--- src/rtl/data_mem_access_pkg.sv ---
// Shared encodings for the load/store unit: access sizes, FSM states and word width.
package data_mem_access_pkg;

  localparam int WORD_BITS = 32;

  localparam logic [1:0] SZ_BYTE = 2'b00;
  localparam logic [1:0] SZ_HALF = 2'b01;
  localparam logic [1:0] SZ_WORD = 2'b10;

  typedef enum logic [1:0] {
    IDLE  = 2'b00,
    READ  = 2'b01,
    WRITE = 2'b10,
    RESP  = 2'b11
  } state_t;

endpackage

--- src/rtl/byte_lane_merge.sv ---
// Combinational lane logic: merges store data into a word (RMW) and extracts/extends
// the addressed lane of a loaded word (little-endian).
module byte_lane_merge
  import data_mem_access_pkg::*;
(
  input  logic [1:0]           size,
  input  logic [1:0]           off,
  input  logic                 sgn,
  input  logic [WORD_BITS-1:0] old_word,
  input  logic [WORD_BITS-1:0] wdata,
  input  logic [WORD_BITS-1:0] ld_word,
  output logic [WORD_BITS-1:0] st_word,
  output logic [WORD_BITS-1:0] ld_data
);

  logic [7:0]  byte_v;
  logic [15:0] half_v;

  always_comb begin
    st_word = old_word;
    ld_data = '0;
    byte_v  = '0;
    half_v  = '0;
    case (size)
      SZ_BYTE: begin
        st_word[{off, 3'b000} +: 8] = wdata[7:0];
        byte_v  = ld_word[{off, 3'b000} +: 8];
        ld_data = {{(WORD_BITS-8){sgn & byte_v[7]}}, byte_v};
      end
      SZ_HALF: begin
        st_word[{off[1], 4'b0000} +: 16] = wdata[15:0];
        half_v  = ld_word[{off[1], 4'b0000} +: 16];
        ld_data = {{(WORD_BITS-16){sgn & half_v[15]}}, half_v};
      end
      // size 11 is normalised to word before reaching here; word ignores sgn
      default: begin
        st_word = wdata;
        ld_data = ld_word;
      end
    endcase
  end

endmodule

--- src/rtl/data_mem_access.sv ---
// Load/store unit between the memory stage and a single-cycle word-addressed data memory.
// Define MISALIGN_TRAP_EN to report misaligned accesses via resp_err instead of aligning them.
module data_mem_access #(
  parameter int WORD_BITS = data_mem_access_pkg::WORD_BITS
) (
  input  logic                 clk,
  input  logic                 reset,
  input  logic                 req_valid,
  output logic                 req_ready,
  input  logic                 req_we,
  input  logic [31:0]          req_addr,
  input  logic [1:0]           req_size,
  input  logic                 req_signed,
  input  logic [WORD_BITS-1:0] req_wdata,
  output logic                 resp_valid,
  input  logic                 resp_ready,
  output logic [WORD_BITS-1:0] resp_rdata,
  output logic                 resp_err,
  output logic                 mem_we,
  output logic [31:0]          mem_addr,
  output logic [WORD_BITS-1:0] mem_wd,
  input  logic [WORD_BITS-1:0] mem_rd
);

  import data_mem_access_pkg::*;

  state_t               state;
  logic [31:0]          addr_q;
  logic [1:0]           size_q;
  logic                 sgn_q;
  logic                 we_q;
  logic [WORD_BITS-1:0] wdata_q;
  logic [WORD_BITS-1:0] rd_q;
  logic [WORD_BITS-1:0] rdata_q;
  logic [1:0]           size_n;
  logic [31:0]          addr_n;
  logic [WORD_BITS-1:0] st_word;
  logic [WORD_BITS-1:0] ld_data;

  // Normalise size and force alignment so lane selection never sees stray low bits
  always_comb begin
    size_n = (req_size == 2'b11) ? SZ_WORD : req_size;
    addr_n = req_addr;
    if (size_n == SZ_HALF) addr_n[0] = 1'b0;
    if (size_n == SZ_WORD) addr_n[1:0] = 2'b00;
  end

`ifdef MISALIGN_TRAP_EN
  logic misalign;
  logic err_q;
  assign misalign = ((size_n == SZ_HALF) && req_addr[0]) ||
                    ((size_n == SZ_WORD) && (req_addr[1:0] != 2'b00));
  assign resp_err = err_q;
`else
  assign resp_err = 1'b0;
`endif

  byte_lane_merge u_lane (
    .size     (size_q),
    .off      (addr_q[1:0]),
    .sgn      (sgn_q),
    .old_word (rd_q),
    .wdata    (wdata_q),
    .ld_word  (mem_rd),
    .st_word  (st_word),
    .ld_data  (ld_data)
  );

  always_ff @(posedge clk) begin
    if (reset) begin
      state   <= IDLE;
      rdata_q <= '0;
`ifdef MISALIGN_TRAP_EN
      err_q   <= 1'b0;
`endif
    end else begin
      case (state)
        IDLE: begin
          if (req_valid) begin
            addr_q  <= addr_n;
            size_q  <= size_n;
            sgn_q   <= req_signed;
            we_q    <= req_we;
            wdata_q <= req_wdata;
            rdata_q <= '0;
`ifdef MISALIGN_TRAP_EN
            err_q   <= 1'b0;
            if (misalign) begin
              state <= RESP;
              err_q <= 1'b1;
            end else
`endif
            if (!req_we || (size_n != SZ_WORD)) state <= READ;
            else                                 state <= WRITE;
          end
        end
        // Sub-word stores keep the fetched word for the merge in WRITE
        READ: begin
          rd_q <= mem_rd;
          if (we_q) begin
            state <= WRITE;
          end else begin
            rdata_q <= ld_data;
            state   <= RESP;
          end
        end
        WRITE: state <= RESP;
        RESP: if (resp_ready) state <= IDLE;
        default: state <= IDLE;
      endcase
    end
  end

  assign req_ready  = (state == IDLE);
  assign resp_valid = (state == RESP);
  assign resp_rdata = rdata_q;
  assign mem_we     = (state == WRITE);
  assign mem_addr   = ((state == READ) || (state == WRITE)) ? {2'b00, addr_q[31:2]} : 32'd0;
  assign mem_wd     = mem_we ? st_word : '0;

endmodule

--- config.mk ---
export PLATFORM = sky130hd
export DESIGN_NAME = data_mem_access
export DESIGN_NICKNAME = d
export VERILOG_FILES = /design/src/rtl/data_mem_access_pkg.sv /design/src/rtl/byte_lane_merge.sv /design/src/rtl/data_mem_access.sv
export SDC_FILE = /design/constraint.sdc
export NUM_CORES = 1
export LEC_CHECK = 0
export ABC_AREA = 1
export CAP_MARGIN = 20
export CORE_UTILIZATION = 43
export CTS_CLUSTER_SIZE = 25
export DETAILED_ROUTE_END_ITERATION = 12
export HOLD_SLACK_MARGIN = 0.1
export PLACE_DENSITY = 0.77
export SLEW_MARGIN = 20
export SYNTH_ARGS = -nofsm -noshare
export SYNTH_HDL_FRONTEND = slang
export SYNTH_SLANG_ARGS = --single-unit
--- constraint.sdc ---
create_clock -name clk -period 6.7 [get_ports clk]
set_input_delay 1.34 -clock clk [delete_from_list [all_inputs] [get_ports clk]]
set_output_delay 1.34 -clock clk [all_outputs]
set_load 0.1 [all_outputs]
==> metrics.md, run 1 <==
| Metric | Value |
|---|---|
| Status | `completed` |
| Internal power | `2172 uW` |
| WL final | `19870 um` |
| Seq cells post-synth | `134` |
| Initial Util | `0.4488` |
| Area of the mapped netlist | `6621 um^2` |
| Leak Pwr | `0.003636 uW` |
| Final Cycle Share | `0.8171` |
| Synth-to-Final Area Change | `41.25%` |
| Crit end category | `output port` |
| Post-CTS resize count | `0` |
| Slew @ Worst Pin | `1.026 ns` |
| Row cnt | `44` |
| Highest Clock Rate | `182.7 MHz` |
| Post-synthesis area per instance | `8.972 um^2` |
| FF-to-FF Start | `size_q[1]` |
| Final net count | `1034` |
| Pwr Total | `4190 uW` |
| Most frequent cells in the layout | `nand2_1 (206), clkdlybuf4s50_1 (200), edfxtp_1 (100)` |
| Net Sw Power | `2018 uW` |
| Grt total ovfl | `0` |
| Detailed placement HPWL | `14270 um` |
| Crit-path max cell delay | `1.18 ns` |
| Fin crit period | `5.474 ns` |
| Clock-pin slew of the registers on the worst-case setup and hold paths | `0.05 ns` |
| Clock power share | `0.248` |
| DRC Markers | `0` |
| Largest cells by area after synthesis | `edfxtp_1 (45%), nand2_1 (12%), dfxtp_1 (10%)` |
| Worst-Skew Late Latency | `0.42 ns` |
| Synth unique cells | `40` |
| DR WL/cell | `17.78 um` |
| Initial antenna violation count | `2` |
| Gpl congestion | `0.9008` |
| RSZ-0062 raised after global routing | `false` |
| Slowest CP cell | `clkdlybuf4s50_1` |
| Port Buffer Count | `200` |
| Num CTS Buffers | `17` |
| Core Region | `14750 um^2` |
| Vias in the first global route | `5679` |
| Setup TNS | `0 ns` |
| Number of buffers and inverters on the critical path | `3` |
| Syn. warnings | `0` |
| Sw Share | `0.4815` |
| Clock skew | `0.006432 ns` |
| Die width | `126.1 um` |
| Synth area leader | `edfxtp_1` |
| Final Hold Vio Count | `0` |
| PwrDens | `448.0 nW/um^2` |
| Critical Path Source Type | `flop` |
| CTS tree | `yes` |
| Total Routing Usage GR | `0.2529` |
| ANT nets after route | `0` |
| Fin. max-slew vios | `0` |
| Global-route wire length before repair | `30250 um` |
| Sequential area share after synthesis | `0.5563` |
| Fillers | `1230` |
| Sequential Power Share | `0.259` |
| Num Clock Sinks | `134` |
| Slew Limit Headroom | `0.3140` |
| Delay-heaviest family, CP | `buffers and inverters` |
| Clock Path Buffers | `2` |
| Commonest non-fill, non-tap cell in the layout | `nand2_1` |
| # IOs | `204` |
| CTS H-Tree Depth | `4` |
| Peak supply drop | `370.7 uV` |
| MaxCap Viol Count | `0` |
| Min-Delay Startpoint | `resp_rdata[6]` |
| Worst setup path class | `flop to output port` |
| Critical path data arrival time | `4.13 ns` |
| Largest net degree at the start of global routing | `69` |
| Worst path required time | `5.36 ns` |
| Cts hold-fix bufs | `0` |
| Die height | `126.1 um` |
| Post-CTS Setup Bufs | `0` |
| Root buf cell | `clkbuf_16` |
| Vias per cell | `5.333` |
| Syn Inst Count | `738` |
| Layout cells sized above 1 | `0.07709` |
| Top-area cell type share of the netlist area | `0.4535` |
| Crit path launch | `addr_q[1]` |
| Via count of the routed design | `5962` |
| Hold crit path type | `flop to flop` |
| Setup-failing EPs final | `0` |
| Inserted Diodes | `0` |
| Drt first pass iters | `7` |
| Worst path cell trace | `inv_2, ha_1, inv_1, nor2_1, nand3_1, o22ai_1, nand2_1, a31oi_1, clkdlybuf4s50_1` |
| Die Area | `15900 um^2` |
| Critical Path Fanout Max | `28` |
| Iteration-0 DRC Markers | `617` |
| Gate power share | `0.493` |
[power groups by stage]
| stage | clock network, uW | registers, uW | logic, uW |
|---|---|---|---|
| 4_1_cts | 1060 | 1080 | 2070 |
| 2_1_floorplan | 0 | 1200 | 1470 |
| 3_5_place_dp | 0 | 1100 | 2060 |
| 5_1_grt | 1090 | 1090 | 2170 |
| 6_report | 1040 | 1080 | 2070 |
| 3_3_place_gp | 0 | 1100 | 2050 |
[registers in the layout, indices dropped and copies added, names as in the netlist]
| name | count |
|---|---|
| state | 2 |
| we_q | 1 |
| resp_rdata | 32 |
| sgn_q | 1 |
| rd_q | 32 |
| addr_q | 32 |
| wdata_q | 32 |
| size_q | 2 |
[through the flow]
stage | cell area [um^2] | cells | setup WS [ns] | utilization | hold slack [ns]
after floorplan | 6634 | 740 | 1.949 | - | 0.4796
after global placement | 8695 | 1086 | 1.938 | 0.5893 | 0.4534
after detailed placement | 8695 | 1086 | 1.775 | 0.5893 | 0.4541
after CTS | 9350 | 1118 | 1.292 | 0.6337 | 0.4626
after global routing | 9353 | 1118 | 0.9941 | 0.6339 | 0.4821
final | 9353 | 1118 | 1.226 | 0.6339 | 0.4615
[path summary, 6_finish.rpt]
check        slack (ns)  cells past startpoint       endpoint
max                1.23                      9     mem_wd[23]
max reg2reg        4.06                      7  resp_rdata[6]
min reg2reg        0.46                      2  resp_rdata[6]
min                0.46                      2  resp_rdata[6]
[area by class of cell]
cell class / instances / area, um^2 / area share
clock buffer: 22 / 454.2 / 0.04856
clock inverter: 10 / 201.4 / 0.02154
inverter: 84 / 317.8 / 0.03398
multi-input combinational: 479 / 2426 / 0.2594
sequential: 134 / 3684 / 0.3938
tap: 184 / 230.2 / 0.02462
timing repair buffer: 205 / 2039 / 0.2181
[worst register-to-register path: stages, from the launching register on]
cell and delay [ns]:
edfxtp_1 0.75, inv_4 0.41, nand2_2 0.24, inv_2 0.40
nand2_1 0.28, o211ai_1 0.28, nand2_1 0.09, a21oi_1 0.12
[metal layers]
| layer | track usage | up-vias | share of wire |
|---|---|---|---|
| met1 | 0.3089 | 2709 | 0.39 |
| met2 | 0.3936 | 350 | 0.46 |
| met5 | 0 | - | 0.0011 |
| met4 | 0.1191 | 4 | 0.036 |
| met3 | 0.09813 | 50 | 0.12 |
| li1 | - | 2849 | - |
[cell families after synthesis]
logic type                 count (synthesis)  share of synthesized area
and+or+nand+nor                          295                     0.1875
AOI/OAI and AO/OA                        172                     0.1578
DFF                                      134                     0.5563
buffers and inverters                    127                    0.08088
adders and majority gates                  9                    0.01701
other                                      1                  0.0005663
[synthesized netlist by cell type (all sizes together)]
master  instances
nor3            1
o31ai           1
clkbuf         28
o21bai          1
edfxtp        100
conb            1
nand2         220
a221oi          1
clkinv          2
dfxtp          34
ha              9
a22oi           5
o22ai          24
a31oi          19
o21ai          20
nor3b           1
o211ai          8
or2             7
a21oi          78
nor4            1
o221ai          8
nand3          20
inv            82
buf            15
o21a            7
nor2           45
(Power assumes the default switching activity.)
==> inputs of run 2 (changes only) <==
Settings changed: CORE_UTILIZATION 43 to 47, PLACE_DENSITY 0.77 to 0.8.
Clock period 6.7 ns to 5.56 ns, I/O delays scaled along.
==> metrics.md, run 2 (synthesis results as in run 1) <==
| Metric | Value |
|---|---|
| DR WL/cell | `17.62 um (-0.89%)` |
| Global-route wire length before repair | `30020 um (-0.77%)` |
| Total Routing Usage GR | `0.2766 (+0.02365)` |
| Layout cells sized above 1 | `0.1156 (+0.03854)` |
| Leak Pwr | `0.003707 uW (+2.0%)` |
| Drt first pass iters | `5 (-2)` |
| Largest net degree at the start of global routing | `69 (unchanged)` |
| Sw Share | `0.4937 (+0.01219)` |
| Cts hold-fix bufs | `0 (unchanged)` |
| Die width | `120.7 um (-4.3%)` |
| Vias in the first global route | `5790 (+2.0%)` |
| RSZ-0062 raised after global routing | `false` |
| Fin crit period | `4.583 ns` |
| Final Cycle Share | `0.8243` |
| Reg-to-reg setup timing slack | `2.86 ns (-1.20 ns)` |
| Num CTS Buffers | `17 (unchanged)` |
| Internal power | `2513 uW (+16%)` |
| DRC Markers | `0 (unchanged)` |
| Initial antenna violation count | `0 (-2)` |
| Peak supply drop | `445.7 uV (+20%)` |
| Inserted Diodes | `0 (unchanged)` |
| Final design utilization | `0.6693 (+0.03536)` |
| Die height | `120.7 um (-4.3%)` |
| Min-Delay Startpoint | `resp_rdata[20]` |
| Via count of the routed design | `6000 (+0.64%)` |
| Worst path cell trace | `inv_2, ha_1, inv_1, nor2_1, nand3_1, o22ai_1, nand2_1, a31oi_1, buf_4` |
| Gate power share | `0.496 (+0.003)` |
| Clock-pin slew of the registers on the worst-case setup and hold paths | `0.06 ns (about the same)` |
| Worst setup path class | `flop to output port` |
| Port Buffer Count | `200 (unchanged)` |
| Clock power share | `0.240 (-0.008)` |
| Synth-to-Final Area Change | `39.76%` |
| Vias per cell | `5.386 (+1.0%)` |
| Worst path required time | `4.45 ns (-0.91 ns)` |
| Crit end category | `output port` |
| Clock Path Buffers | `2 (unchanged)` |
| MaxCap Viol Count | `0 (unchanged)` |
| Status | `completed` |
| Hold crit path type | `flop to flop` |
| Die Area | `14570 um^2 (-8.4%)` |
| Slew @ Worst Pin | `1.073 ns (+0.04701 ns)` |
| Net Sw Power | `2451 uW (+21%)` |
| Gpl congestion | `0.9299 (+3.2%)` |
| Critical Path Source Type | `flop` |
| Root buf cell | `clkbuf_16` |
| Iteration-0 DRC Markers | `574 (-7.0%)` |
| Detailed placement HPWL | `13980 um (-2.0%)` |
| Critical path data arrival time | `3.47 ns (-0.66 ns)` |
| Sequential Power Share | `0.263 (+0.004)` |
| Most frequent cells in the layout | `nand2_1 (207), clkdlybuf4s50_1 (168), edfxtp_1 (100)` |
| Commonest non-fill, non-tap cell in the layout | `nand2_1` |
| # IOs | `204 (unchanged)` |
| Setup TNS | `0 ns (unchanged)` |
| Grt total ovfl | `0 (unchanged)` |
| Setup-failing EPs final | `0 (unchanged)` |
| Worst-Skew Late Latency | `0.42 ns (about the same)` |
| Slowest CP cell | `edfxtp_1` |
| Final Hold Vio Count | `0 (unchanged)` |
| Post-CTS Setup Bufs | `0 (unchanged)` |
| CTS H-Tree Depth | `4 (unchanged)` |
| Final net count | `1034 (unchanged)` |
| Final Non-Filler Cells | `1114 (-0.36%)` |
| Crit path launch | `addr_q[1]` |
| PwrDens | `536.4 nW/um^2 (+20%)` |
| Placed Cells incl. Taps | `1082 (-0.37%)` |
| WL final | `19630 um (-1.2%)` |
| Num Clock Sinks | `134 (unchanged)` |
| Final hold slack | `0.4635 ns (+0.001970 ns)` |
| Clock skew | `0.007519 ns (+0.001086 ns)` |
| ANT nets after route | `0 (unchanged)` |
| Core Region | `13830 um^2 (-6.3%)` |
| Initial Util | `0.4789 (+0.03009)` |
| Critical Path Fanout Max | `28 (unchanged)` |
| FF-to-FF Start | `size_q[1]` |
| Highest Clock Rate | `218.2 MHz` |
| Post-CTS resize count | `0 (unchanged)` |
| Row cnt | `43 (-2.3%)` |
| CTS tree | `yes` |
| Fin. max-slew vios | `0 (unchanged)` |
| Slew Limit Headroom | `0.2830 (-0.03093)` |
| Crit-path max cell delay | `0.95 ns (-0.23 ns)` |
run 2: changes by cell type in the layout (fill, tap and decap cells not counted), moves of 2 or more:
| cell | delta |
|---|---|
| clkbuf_1 | -4 |
| clkinv_4 | +2 |
| inv_4 | +2 |
| clkbuf_16 | +5 |
| buf_4 | +32 |
| clkdlybuf4s50_1 | -32 |
| bufinv_16 | -5 |
run 2: critical path, delay by kind of cell (launching register included):
kind	cells	cell delay, ns
flops	1	0.95
buf+inv	3	0.71
simple gates	3	0.51
fa+ha+maj	1	0.44
compound gates	2	0.42
run 2: power groups by stage:
stage	registers, uW	clock network [uW]	logic [uW]
final	1310	1190	2460
after global routing	1320	1250	2570
after CTS	1310	1200	2470
after detailed placement	1320	0	2460
after global placement	1320	0	2450
after floorplan	1440	0	1770
run 2: cell type report:
class / count / area (um^2)
fillers: 1128 / 4573
flip-flops and latches: 134 / 3684
multi-input cells: 479 / 2424
repair buffers: 205 / 1959
clock buffers: 24 / 569.3
inverters: 84 / 317.8
well taps: 180 / 225.2
clock inverters: 8 / 75.07
run 2: layer usage:
metal	part of all wire	vias to the layer above	GRT usage
met2	0.47	352	0.4429
met5	0	-	0
li1	-	2845	-
met3	0.12	50	0.1099
met4	0.032	0	0.1181
met1	0.38	2753	0.3294
run 2: stage by stage:
stage	power [uW]	area, um^2	setup slack, ns
floorplan	3213	6634	0.9412
global placement	3775	8610	1.565
detailed placement	3780	8610	1.508
CTS	4975	9254	1.059
global route	5142	9254	0.7452
finish	4964	9254	0.9768
run 2: worst paths after layout:
check,endpoint,cells after the start
worst min-delay path,resp_rdata[20],2
worst max-delay path,mem_wd[23],9
worst min register to register,resp_rdata[20],2
worst max register to register,resp_rdata[6],7
